## config.mk

```make
export PLATFORM = sky130hd
export DESIGN_NAME = systolic_ws_ctrl_flat
export DESIGN_NICKNAME = d
export VERILOG_FILES = /design/src/rtl/systolic_ws_ctrl_if.sv /design/src/rtl/systolic_ws_ctrl.sv /design/src/flat_wrapper.sv
export SDC_FILE = /design/constraint.sdc
export NUM_CORES = 1
export LEC_CHECK = 0
export ABC_AREA = 0
export CAP_MARGIN = 20
export CORE_MARGIN = 4
export CORE_UTILIZATION = 55
export CTS_BUF_LIST = sky130_fd_sc_hd__clkbuf_8
export CTS_CLUSTER_SIZE = 24
export DETAILED_ROUTE_END_ITERATION = 6
export PLACE_DENSITY_LB_ADDON = 0.08
export SYNTH_ARGS = -nofsm -noshare
export SYNTH_HDL_FRONTEND = slang
export SYNTH_SLANG_ARGS = --single-unit
```

## constraint.sdc

```tcl
create_clock -name clk -period 3.8 [get_ports clk]
set_clock_uncertainty 0.05 [all_clocks]
set_input_delay 0.76 -clock clk [delete_from_list [all_inputs] [get_ports clk]]
set_output_delay 0.76 -clock clk [all_outputs]
set_load 0.005 [all_outputs]
```

## src/rtl/systolic_ws_ctrl_if.sv

```systemverilog
// Command and array-side signals of the weight-stationary systolic sequencer.
// The master side is the host/command logic; the slave side is the sequencer.
interface systolic_ws_ctrl_if #(
  parameter int unsigned ROWS  = 4,
  parameter int unsigned COLS  = 4,
  parameter int unsigned VEC_W = 8
);
  localparam int unsigned AW = $clog2(ROWS);

  logic             start;
  logic             reuse_weights;
  logic [VEC_W-1:0] num_vec;
  logic             abort;
  logic             busy;
  logic             done;
  logic             wt_rd_en;
  logic [AW-1:0]    wt_rd_addr;
  logic [ROWS-1:0]  load_row;
  logic             in_rd_en;
  logic [VEC_W-1:0] in_rd_addr;
  logic [ROWS-1:0]  row_valid;
  logic [COLS-1:0]  out_valid;

  modport master (
    output start, reuse_weights, num_vec, abort,
    input  busy, done, wt_rd_en, wt_rd_addr, load_row,
    input  in_rd_en, in_rd_addr, row_valid, out_valid
  );

  modport slave (
    input  start, reuse_weights, num_vec, abort,
    output busy, done, wt_rd_en, wt_rd_addr, load_row,
    output in_rd_en, in_rd_addr, row_valid, out_valid
  );
endinterface

```

## src/rtl/systolic_ws_ctrl.sv

```systemverilog
// Job sequencer for a ROWS x COLS weight-stationary systolic array: weight load,
// activation streaming, per-row feeder skew and per-column output strobes.
module systolic_ws_ctrl #(
  parameter int unsigned ROWS  = 4,
  parameter int unsigned COLS  = 4,
  parameter int unsigned VEC_W = 8
) (
  input  logic                 clk,
  input  logic                 reset,
  systolic_ws_ctrl_if.slave    bus
);
  localparam int unsigned AW = $clog2(ROWS);
  localparam int unsigned DW = $clog2(ROWS + COLS);

  typedef enum logic [2:0] {
    IDLE   = 3'd0,
    LOAD_W = 3'd1,
    WAIT   = 3'd2,
    STREAM = 3'd3,
    DRAIN  = 3'd4,
    DONE   = 3'd5
  } state_t;

  state_t           state;
  logic [VEC_W-1:0] n_last;     // num_vec - 1, so the last address compares directly
  logic [DW-1:0]    drain_cnt;

  always_ff @(posedge clk or posedge reset) begin
    if (reset) begin
      state          <= IDLE;
      n_last         <= '0;
      drain_cnt      <= '0;
      bus.busy       <= 1'b0;
      bus.done       <= 1'b0;
      bus.wt_rd_en   <= 1'b0;
      bus.wt_rd_addr <= '0;
      bus.load_row   <= '0;
      bus.in_rd_en   <= 1'b0;
      bus.in_rd_addr <= '0;
      bus.row_valid  <= '0;
      bus.out_valid  <= '0;
    end else if (bus.abort) begin
      state          <= IDLE;
      n_last         <= '0;
      drain_cnt      <= '0;
      bus.busy       <= 1'b0;
      bus.done       <= 1'b0;
      bus.wt_rd_en   <= 1'b0;
      bus.wt_rd_addr <= '0;
      bus.load_row   <= '0;
      bus.in_rd_en   <= 1'b0;
      bus.in_rd_addr <= '0;
      bus.row_valid  <= '0;
      bus.out_valid  <= '0;
    end else begin
      // Skew pipelines: load strobe lines up with SRAM data, then row and column skew.
      bus.load_row  <= bus.wt_rd_en ? (ROWS'(1) << bus.wt_rd_addr) : '0;
      bus.row_valid <= {bus.row_valid[ROWS-2:0], bus.in_rd_en};
      bus.out_valid <= {bus.out_valid[COLS-2:0], bus.row_valid[ROWS-1]};

      case (state)
        IDLE: begin
          if (bus.start && (bus.num_vec != '0)) begin
            n_last   <= bus.num_vec - VEC_W'(1);
            bus.busy <= 1'b1;
            if (bus.reuse_weights) begin
              state          <= STREAM;
              bus.in_rd_en   <= 1'b1;
              bus.in_rd_addr <= '0;
            end else begin
              state          <= LOAD_W;
              bus.wt_rd_en   <= 1'b1;
              bus.wt_rd_addr <= '0;
            end
          end
        end
        LOAD_W: begin
          if (bus.wt_rd_addr == AW'(ROWS - 1)) begin
            state        <= WAIT;
            bus.wt_rd_en <= 1'b0;
          end else begin
            bus.wt_rd_addr <= bus.wt_rd_addr + AW'(1);
          end
        end
        WAIT: begin
          state          <= STREAM;
          bus.in_rd_en   <= 1'b1;
          bus.in_rd_addr <= '0;
        end
        STREAM: begin
          if (bus.in_rd_addr == n_last) begin
            state        <= DRAIN;
            bus.in_rd_en <= 1'b0;
            drain_cnt    <= '0;
          end else begin
            bus.in_rd_addr <= bus.in_rd_addr + VEC_W'(1);
          end
        end
        DRAIN: begin
          // Last vector needs ROWS+COLS cycles to leave the bottom of the last column.
          if (drain_cnt == DW'(ROWS + COLS - 1)) begin
            state    <= DONE;
            bus.done <= 1'b1;
          end else begin
            drain_cnt <= drain_cnt + DW'(1);
          end
        end
        DONE: begin
          state    <= IDLE;
          bus.done <= 1'b0;
          bus.busy <= 1'b0;
        end
        default: begin
          state <= IDLE;
        end
      endcase
    end
  end
endmodule
```

## src/flat_wrapper.sv

```systemverilog
// flat-port wrapper written by rule: the top's interface ports become plain ports
module systolic_ws_ctrl_flat 
#(
  parameter int unsigned ROWS  = 4,
  parameter int unsigned COLS  = 4,
  parameter int unsigned VEC_W = 8
)
  (clk, reset, bus_start, bus_reuse_weights, bus_num_vec, bus_abort, bus_busy, bus_done, bus_wt_rd_en, bus_wt_rd_addr, bus_load_row, bus_in_rd_en, bus_in_rd_addr, bus_row_valid, bus_out_valid);
  systolic_ws_ctrl_if #(.ROWS(ROWS), .COLS(COLS), .VEC_W(VEC_W)) bus_i ();
  input  logic clk;
  input  logic reset;
  input wire logic [$bits(bus_i.start)-1:0] bus_start;
  input wire logic [$bits(bus_i.reuse_weights)-1:0] bus_reuse_weights;
  input wire logic [$bits(bus_i.num_vec)-1:0] bus_num_vec;
  input wire logic [$bits(bus_i.abort)-1:0] bus_abort;
  output wire logic [$bits(bus_i.busy)-1:0] bus_busy;
  output wire logic [$bits(bus_i.done)-1:0] bus_done;
  output wire logic [$bits(bus_i.wt_rd_en)-1:0] bus_wt_rd_en;
  output wire logic [$bits(bus_i.wt_rd_addr)-1:0] bus_wt_rd_addr;
  output wire logic [$bits(bus_i.load_row)-1:0] bus_load_row;
  output wire logic [$bits(bus_i.in_rd_en)-1:0] bus_in_rd_en;
  output wire logic [$bits(bus_i.in_rd_addr)-1:0] bus_in_rd_addr;
  output wire logic [$bits(bus_i.row_valid)-1:0] bus_row_valid;
  output wire logic [$bits(bus_i.out_valid)-1:0] bus_out_valid;
  assign bus_i.start = bus_start;
  assign bus_i.reuse_weights = bus_reuse_weights;
  assign bus_i.num_vec = bus_num_vec;
  assign bus_i.abort = bus_abort;
  assign bus_busy = bus_i.busy;
  assign bus_done = bus_i.done;
  assign bus_wt_rd_en = bus_i.wt_rd_en;
  assign bus_wt_rd_addr = bus_i.wt_rd_addr;
  assign bus_load_row = bus_i.load_row;
  assign bus_in_rd_en = bus_i.in_rd_en;
  assign bus_in_rd_addr = bus_i.in_rd_addr;
  assign bus_row_valid = bus_i.row_valid;
  assign bus_out_valid = bus_i.out_valid;
  systolic_ws_ctrl #(.ROWS(ROWS), .COLS(COLS), .VEC_W(VEC_W)) u_core (.clk(clk), .reset(reset), .bus(bus_i));
endmodule
```

==> flow_summary.yaml <==
status:
  status: "finished, final reports clean"
clock_tree:
  cts_buffer_depth: 2
  cts_root_buf: "clkbuf_8"
  cts_tree: "built"
  clk_pin_slew_worst_paths_ps: 80
  post-cts-setup-buffers: 0
  cts_resized: 0
  h-tree-depth: 2
  cts_sinks: 40
  cts-buffers-inserted: 5
  clk-insertion-delay-late_ps: 300
  holdBufCountCts: 0
synthesis:
  ys_seq_area_share_pct: 46.7
  synth_ff_type: "dfrtp_1"
  syn_area_per_cell_um2: 10.5
  synth_top_area_share_pct: 46.7
  synth-async-reset-ratio_pct: 100
  synth_seq_cells: 40
  yosysUniqueCellTypes: 51
  yosysWarningCount: 0
  synth_area_um2: 2140
  synth_edf_count: 0
  syn_inst: 205
  synthTopCellsByArea: "dfrtp_1 (47%), ha_1 (5.3%), xor2_1 (4.9%), nor2b_1 (2.9%), nor2_1 (2.8%)"
  yosysTopAreaCell: "dfrtp_1"
  postSynthNetCount: 227
floorplan:
  die_x_um: 70.4
  start_util_pct: 57.7
  dieArea_um2: 4960
  die_h_um: 70.4
  rows: 22
  core_area_um2: 3720
  ios: 39
sta:
  setup_viol: 0
  tns_ps: 0
  fin_crit_ps: 2690
  max_freq_mhz: 372
  relSlewSlack_pct: 38.3
  worst_pin_slew_ps: 919
  final-max-slew-violation-count: 0
  finalHoldViolations: 0
  rsz0062_at_grt: "no"
  period_share_pct: 70.8
routing:
  via_count: 1733
  drt_iter0_markers: 169
  routedWlPerCell_um: 16.2
  drtPass1Iterations: 4
  drcViolationCount: 0
  final_antenna_net_count: 0
  wirelength_mm: 4.78
  post_drt_via_cell_ratio: 5.89
setup_path:
  cp-startpoint: "bus_num_vec[0]"
  rr_worst_depth: 5
  worstPathArrival_ps: 2830
  cp_max_fo: 7
  crit_type: "in2reg"
  crit_path_end_kind: "register"
  critPathRequiredTime_ps: 3930
  r2r_slack_ps: 1620
  rr_endpoint: "u_core.drain_cnt[0]"
  reg2reg_from: "u_core.bus.in_rd_addr[1]"
  critPathLaunchType: "input pin"
place:
  placed_area_um2: 2570
  post-dp-hpwl_mm: 3.55
  io_buffers: 38
  gp_congestion: 0.843
power:
  powerDensity_nw_per_um2: 507
  ir_drop_v: 0.000326
  p_clk_share_pct: 26.3
  combPwrFrac_pct: 32.3
  p_int_mw: 0.882
  netSwitchingFraction_pct: 35.1
  switching_power_mw: 0.477
  p_leak_nw: 1.21
  p_seq_share_pct: 41.3
  fin_total_pwr_mw: 1.36
global_route:
  grt_start_max_net_pins: 41
  grt_pass1_wl_mm: 8.52
  grt_usage_pct: 21.7
  antenna_found_initial: 0
  grt_overflow: 0
  grt_pass1_vias: 1806
final_layout:
  syn_to_final_growth_pct: 25.1
  postLayoutCellArea_um2: 2680
  n_antenna_cell: 0
  nets: 267
  drive_gt1_share_pct: 10.6
  postLayoutCoreUtil_pct: 72.2
min_path:
  hold_end: "u_core.bus.out_valid[2]"
  hp-class: "reg2reg"
  hold_depth: 1
  min-delay-start: "u_core.bus.out_valid[1]"
flow_run:
  maxCapViolCount: 0
## metrics by stage
| step | hold slack, ps | setup slack, ps | instances |
|---|---|---|---|
| finish | 449 | 1110 | 294 |
| CTS | 454 | 1120 | 294 |
| detailed placement | 431 | 804 | 286 |
| global placement | 420 | 943 | 286 |
| floorplan | 425 | 1540 | 205 |
| global route | 500 | 974 | 294 |
## kinds of logic (layout without fill, tap and decap cells)
family / Yosys count / in the layout / share of synthesized area, %
flip-flops: 40 / 40 / 46.7
adder cells (fa/ha/maj): 9 / 9 / 5.25
XOR/XNOR: 14 / 14 / 5.72
AO/OA/AOI/OAI: 52 / 52 / 18.6
buffers and inverters: 17 / 58 / 3.33
AND/OR/NAND/NOR: 70 / 70 / 18.7
multiplexers: 3 / 3 / 1.75
## how the worst max path moves through the flow
stage / to / slack [ps] / cells past startpoint
after floorplan: u_core.bus.wt_rd_en / 1540 / 7
after global placement: u_core.bus.in_rd_addr[1] / 940 / 8
after detailed placement: u_core.bus.in_rd_addr[1] / 800 / 8
after CTS: u_core.bus.in_rd_addr[1] / 1120 / 8
after global routing: u_core.bus.in_rd_addr[1] / 970 / 8
final: u_core.bus.in_rd_addr[1] / 1110 / 8
## flip-flops by register name (all words and copies together), names as in the netlist
signal                 flops
u_core.bus.busy            1
u_core.bus.done            1
u_core.bus.in_rd_addr      8
u_core.bus.in_rd_en        1
u_core.bus.load_row        4
u_core.bus.out_valid       4
u_core.bus.row_valid       4
u_core.bus.wt_rd_addr      2
u_core.bus.wt_rd_en        1
u_core.drain_cnt           3
u_core.n_last              8
u_core.state               3
## routing by layer
metal / wire length (µm) / up-vias / GRT usage (%)
met5: 0 / - / 0
met4: 55 / 0 / 5.74
met3: 351 / 6 / 6.33
met2: 2410 / 68 / 35.6
met1: 1960 / 842 / 27.9
li1: - / 817 / -
## final cells by class
class	count	area, µm²
Timing Repair Buffer	40	395
Clock inverter	3	47.5
Multi-Input combinational cell	148	1070
Fill cell	299	1030
Tap cell	48	60.1
Inverter	10	37.5
Clock buffer	5	68.8
Sequential cell	40	1000
## synthesized netlist by cell type, drive strengths merged (2+ instances only)
cell type,n
a31oi,6
nor3,6
nand3,6
a21o,6
nor2b,10
o21ai,5
ha,9
and2,6
nor2,18
xnor2,2
a22o,3
a211oi,7
buf,3
clkbuf,4
o22ai,2
dfrtp,40
o21a,2
and3,2
xor2,12
mux2,3
o2bb2ai,4
nor4,4
inv,10
a21oi,7
o31ai,2
nand2,10
nor3b,2
## power groups by stage
stage               sequential (mW)  clock (mW)  combinational, mW
detailed placement            0.568           0              0.435
global placement              0.566           0              0.417
global route                  0.576       0.381              0.485
finish                        0.562       0.358              0.440
floorplan                     0.535           0              0.324
CTS                           0.561       0.362              0.440
## critical path, cell delays in order
cell,delay [ps]
clkdlybuf4s50_1,510
inv_1,80
ha_1,200
or3b_2,220
o21ai_2,90
o311ai_2,550
o21ai_1,180
a32o_1,240
## cell usage in the layout, fill, tap and decap left out, types with 4 or more instances in the layout
cell type / instances
a211oi_1: 7
a21o_1: 6
a21oi_1: 7
a31oi_1: 6
and2_1: 6
clkbuf_8: 5
clkdlybuf4s50_1: 38
dfrtp_1: 40
ha_1: 9
inv_1: 10
nand2_1: 9
nand3_1: 6
nor2_1: 16
nor2b_1: 10
nor3_1: 5
o2bb2ai_1: 4
xor2_1: 12
No activity file was read; power rests on OpenSTA's default activity.
==> edit 1 (same flow settings) <==
The 6 states of `state_t` get a Gray code encoding in 3 bits.
--- a/src/rtl/systolic_ws_ctrl.sv
+++ b/src/rtl/systolic_ws_ctrl.sv
@@ -15,8 +15,8 @@
   typedef enum logic [2:0] {
-    IDLE   = 3'd0,
-    LOAD_W = 3'd1,
-    WAIT   = 3'd2,
-    STREAM = 3'd3,
-    DRAIN  = 3'd4,
-    DONE   = 3'd5
+    IDLE   = 3'b000,
+    LOAD_W = 3'b001,
+    WAIT   = 3'b011,
+    STREAM = 3'b010,
+    DRAIN  = 3'b110,
+    DONE   = 3'b111
   } state_t;
Formal check against the unedited RTL: no difference found for any inputs over 10 cycles, from zero or initial values and one cycle with reset high; not proved beyond that.
==> edit 1 against the original RTL <==
Die area up 1.8%; total power down 25%; sequential cell count unchanged; sequential power down 11%; design area down 0.84%; combinational power down 44%; first-iteration DRC count up 25%; area after synthesis up 2.0%; wire length down 9.1%; setup slack better by 0.15 ns.
==> edit 1: results (changes against the original RTL) <==
MULTI_INPUT_CELLS=155  # +4.7%
GRT_USAGE_PCT=18.1  # -3.6 points
CELLINTERNALPOWER_mW=0.696  # -21%
TIGHTESTPINTRANSITION_NS=0.787  # -0.132 ns
R2R-START='u_core.state[0]'
POWER_FRAC_CLOCK_PCT=26.5  # +0.2 points
RATIO_OF_FINAL_MINIMUM_PERIOD_TO_CLOCK_PERIOD_PCT=66.9  # -3.9 points
POST_DRT_WL_PER_CELL_UM=14.5  # -11%
GP_CONGESTION=0.753  # -11%
SYNTH_SEQ_AREA_SHARE_PCT=45.7  # -0.93 points
DESIGN.DIE.AREA_SQ_UM=5050  # +1.8%
CP_DATA_ARRIVAL_TIME_NS=2.69  # -0.14 ns
MULTI_INPUT_COMB_AREA_SQ_UM=1080  # +1.2%
TIMING.HOLD.WS_NS=0.444  # -0.00465 ns
CRIT_PATH_TOP_DELAY_CELL='sky130_fd_sc_hd__nor3b_4'
DR.FIRST_ITER.DRC_COUNT=212  # +25%
REGTOREGSETUPSLACK_NS=1.82  # +0.20 ns
NUMBER_OF_FILLERS_IN_THE_FINAL_LAYOUT=307  # +2.7%
CLOCK_AREA_SHARE_PCT=3.06  # -1.3 points
WORST_IR_DROP_VDD_mV=0.180  # -45%
FIN_TOTAL_PWR_mW=1.01  # -25%
LAYOUT.NETS=274  # +2.6%
P_LEAK_nW=1.18  # -2.5%
GRT_PASS1_WL_UM=7430  # -13%
CRITPATHMAXFANOUT=18  # +11
GRT_PASS1_VIAS=1583  # -12%
NETLIST_TOP_CELLS_AREA='sky130_fd_sc_hd__dfrtp_1 46%, sky130_fd_sc_hd__ha_1 5.1%, sky130_fd_sc_hd__nor2_1 4.5%'
SEQAREAFRACTION_PCT=37.6  # +0.32 points
HPWLAFTERDP_UM=3170  # -11%
OUTCOME='completed'
REGTOREGENDPOINT='u_core.drain_cnt[2]'
SYN-MEAN-INSTANCE-AREA_SQ_UM=10.1  # -3.2%
POST_LAYOUT_NONFILLER_INSTANCES=300  # +2.0%
DETAILED_PLACE.AREA_SQ_UM=2580  # +0.49%
YOSYSUNIQUECELLTYPES=47  # -7.8%
LAYOUT.BUFFER.NONCLOCK.AREA_SHARE_PCT=14.9  # +0.12 points
CP_TOP_FAMILY='simple AND/OR/NAND/NOR gates'
SYNTH_COMMON_CELLS='40 x sky130_fd_sc_hd__dfrtp_1, 26 x sky130_fd_sc_hd__nor2_1, 13 x sky130_fd_sc_hd__nand2_1, 10 x sky130_fd_sc_hd__inv_1, 10 x sky130_fd_sc_hd__xor2_1'
CRIT_END='u_core.n_last[3]'
DRT-VIAS-PER-INSTANCE=5.65  # -4.1%
MIN_FROM='u_core.bus.row_valid[0]'
POWER.COMBINATIONAL.FRACTION_PCT=24.5  # -7.8 points
NUMPLACEDINSTANCES=293  # +2.4%
MAPPEDNETLISTNETS=238  # +4.8%
CRITICAL_PATH.MAX_STAGE_DELAY_NS=0.60  # +0.05 ns
LAYOUT-DRIVE-GT1-SHARE_PCT=9.13  # -1.4 points
HOLD_END='u_core.bus.row_valid[1]'
edit 1: layer usage:
| metal | vias up | wire length, um | track usage (%) |
|---|---|---|---|
| li1 | 820 | - | - |
| met1 | 813 | 2040 | 25.7 |
| met2 | 55 | 2000 | 28.1 |
| met3 | 7 | 242 | 3.41 |
| met4 | 0 | 54 | 5.64 |
| met5 | - | 0 | 0 |
edit 1: cell families (layout without fill, tap and decap cells):
| family | Yosys count | in the layout | synth area share [%] |
|---|---|---|---|
| adder cells (fa/ha/maj) | 9 | 9 | 5.15 |
| XOR/XNOR | 14 | 14 | 5.95 |
| AND/OR/NAND/NOR | 82 | 82 | 21.1 |
| multiplexers | 1 | 1 | 0.515 |
| flip-flops | 40 | 40 | 45.7 |
| buffers and inverters | 21 | 57 | 4.69 |
| AO/OA/AOI/OAI | 49 | 49 | 16.9 |
==> edit 2 (same settings) <==
Without the edit above. `ROWS` is set to 4 in 3 places; all go to 8.
--- a/src/rtl/systolic_ws_ctrl_if.sv
+++ b/src/rtl/systolic_ws_ctrl_if.sv
@@ -3,3 +3,3 @@
 interface systolic_ws_ctrl_if #(
-  parameter int unsigned ROWS  = 4,
+  parameter int unsigned ROWS  = 8,
   parameter int unsigned COLS  = 4,
--- a/src/rtl/systolic_ws_ctrl.sv
+++ b/src/rtl/systolic_ws_ctrl.sv
@@ -3,3 +3,3 @@
 module systolic_ws_ctrl #(
-  parameter int unsigned ROWS  = 4,
+  parameter int unsigned ROWS  = 8,
   parameter int unsigned COLS  = 4,
--- a/src/flat_wrapper.sv
+++ b/src/flat_wrapper.sv
@@ -3,3 +3,3 @@
 #(
-  parameter int unsigned ROWS  = 4,
+  parameter int unsigned ROWS  = 8,
   parameter int unsigned COLS  = 4,
Ports: changed (resized bus_load_row, bus_row_valid and bus_wt_rd_addr); port bits go from 39 to 48. No check against the original RTL was run, so the function may have changed too.
==> edit 2 against the original RTL <==
Total power increased by 7.1%; area after synthesis increased by 19%; count of clock-buffer cells in the layout unchanged; design area increased by 18%; setup slack improved by 0.030 ns; sequential cell count increased by 10; combinational power decreased by 7.5%; sequential share of layout area increased by 2.2 points; wire length increased by 8.5%; largest cell class is now sequential cells; highest routed layer unchanged.
==> edit 2: results (changes against the original RTL) <==
OUTCOME='completed'
YS_WARN_COUNT=0  # unchanged
HOLDPATHSTAGES=1  # unchanged
TIMING.MAX_SLEW.REL_SLACK_PCT=58.4  # +20 points
YOSYSUNIQUECELLTYPES=47  # -7.8%
GLOBAL_ROUTE.OVERFLOW_TOTAL=0  # unchanged
NUMPLACEDINSTANCES=338  # +18%
R2R-START='u_core.bus.in_rd_addr[2]'
HPWLAFTERDP_UM=3700  # +4.2%
TRITONCTS.NUM_BUFFERS=5  # unchanged
DRT-VIAS-PER-INSTANCE=5.78  # -1.9%
GRT_PASS1_WL_UM=9090  # +6.6%
CTS-HTREE-LEVELS=2  # unchanged
GRT_USAGE_PCT=19.0  # -2.7 points
REG2REG_DEPTH=5  # unchanged
GP_CONGESTION=0.809  # -4.0%
LAYOUT.NETS=317  # +19%
FINAL_HOLD_VIOL_COUNT=0  # unchanged
ANTENNA_VIOLATIONS_BEFORE_REPAIR=0  # unchanged
MAPPEDNETLISTNETS=273  # +20%
CRIT_PATH_TOP_DELAY_CELL='sky130_fd_sc_hd__clkdlybuf4s50_1'
LARGEST_NET_DEGREE_AT_THE_START_OF_GLOBAL_ROUTING=51  # +24%
VIAS=2007  # +16%
SYNTH_COMMON_CELLS='50 x sky130_fd_sc_hd__dfrtp_1, 20 x sky130_fd_sc_hd__nand2_1, 19 x sky130_fd_sc_hd__nor2_1, 16 x sky130_fd_sc_hd__nor2b_1, 12 x sky130_fd_sc_hd__a21oi_1'
MIN_FROM='u_core.bus.out_valid[1]'
P_SWITCHING_mW=0.488  # +2.2%
SYNTH_SEQ_AREA_SHARE_PCT=48.9  # +2.2 points
ASYNCSETRESETFLOPFRACSYNTH_PCT=100  # unchanged
PORTBUFFERS=47  # +24%
WORST_IR_DROP_VDD_mV=0.260  # -20%
TOTALWIRELENGTH_UM=5180  # +8.5%
CP_TOP_FAMILY='simple AND/OR/NAND/NOR gates'
CRITPATHMAXFANOUT=4  # -3
FIRST_PASS_ITERATION_COUNT_OF_THE_DETAILED_ROUTER=4  # unchanged
HOLD_CLASS='flop to flop'
DR.FIRST_ITER.DRC_COUNT=174  # +3.0%
TRITONCTS='done'
CP_DATA_ARRIVAL_TIME_NS=2.78  # -0.05 ns
CRITICAL_PATH.MAX_STAGE_DELAY_NS=0.47  # -0.08 ns
CTS-ROOT-TO-SINK-BUFFERS=2  # unchanged
LAYOUT-DRIVE-GT1-SHARE_PCT=6.78  # -3.8 points
POST_CTS_RESIZE_COUNT=0  # unchanged
GRT_PASS1_VIAS=1864  # +3.2%
SYN-MEAN-INSTANCE-AREA_SQ_UM=10.2  # -2.1%
DIODES=0  # unchanged
P_LEAK_nW=1.41  # +17%
NUMBER_OF_FILLERS_IN_THE_FINAL_LAYOUT=344  # +15%
NETLIST_TOP_CELLS_AREA='sky130_fd_sc_hd__dfrtp_1 49%, sky130_fd_sc_hd__ha_1 4.9%, sky130_fd_sc_hd__nor2b_1 3.9%'
## edit 2: changes by cell type after synthesis, moves of 4 or more
cell                        change
sky130_fd_sc_hd__nor2b_1        +6
sky130_fd_sc_hd__dfrtp_1       +10
sky130_fd_sc_hd__nand2_1       +11
sky130_fd_sc_hd__a21oi_1        +5
sky130_fd_sc_hd__o2bb2ai_1      -4
sky130_fd_sc_hd__o21ai_0        +7
## edit 2: layout make-up
| type | instances | area [sq um] | area share, % |
|---|---|---|---|
| Sequential cell | 50 | 1250 | 39.6 |
| Clock inverter | 3 | 43.8 | 1.38 |
| Clock buffer | 5 | 68.8 | 2.18 |
| Multi-Input combinational cell | 179 | 1200 | 38.0 |
| Timing Repair Buffer | 49 | 498 | 15.7 |
| Tap cell | 52 | 65.1 | 2.06 |
| Inverter | 9 | 33.8 | 1.07 |
## edit 2: logic make-up (layout without fill, tap and decap cells)
kind of cell	count (synthesis)	after routing	synth area share [%]
AOI/OAI and AO/OA	58	58	15.8
DFF	50	50	48.9
xor gates and xnor gates	14	14	4.79
and+or+nand+nor	97	97	21.5
buffers and inverters	21	66	4.15
adders and majority gates	10	10	4.89
## edit 2: path summary, 6_finish.rpt
| check | end | slack [ns] |
|---|---|---|
| max in group asynchronous | u_core.drain_cnt[0] | 2.67 |
| min in group asynchronous | u_core.bus.in_rd_addr[5] | 0.59 |
| worst min-delay path | u_core.bus.out_valid[2] | 0.46 |
| worst max register to register | u_core.bus.in_rd_addr[6] | 1.68 |
| worst min register to register | u_core.bus.out_valid[2] | 0.46 |
| worst max-delay path | u_core.state[0] | 1.14 |
## edit 2: metal layers
metal	up-vias	part of all wire [%]	track usage, %
met4	0	1.4	6.16
met2	52	47	29.1
met3	6	4.4	4.61
met1	970	47	26.6
li1	979	-	-
met5	-	0	0
## edit 2: power by group through the flow
| stage | logic (mW) | clock network, mW | registers, mW |
|---|---|---|---|
| floorplan | 0.326 | 0 | 0.646 |
| global placement | 0.402 | 0 | 0.675 |
| detailed placement | 0.408 | 0 | 0.678 |
| CTS | 0.406 | 0.386 | 0.668 |
| global route | 0.461 | 0.415 | 0.680 |
| finish | 0.407 | 0.381 | 0.667 |
## edit 2: worst reg2reg max path, delay by kind of cell (launching register included)
family | cells | cell delay, ns
flops | 1 | 0.51
compound gates | 1 | 0.20
xor+xnor | 1 | 0.20
simple gates | 3 | 1.08
## edit 2: per-stage QoR
step                      instance area (sq um)  power, mW  utilization, %  hold WS [ns]  worst slack, ns
final                                      3160       1.46            71.2         0.462             1.14
after CTS                                  3140       1.46            70.7         0.469             1.16
after detailed placement                   3030       1.09            68.2         0.442            0.847
after floorplan                            2560      0.972               -         0.438             1.56
after global placement                     3030       1.08            68.2         0.430            0.927
after global routing                       3160       1.56            71.2         0.484            0.941
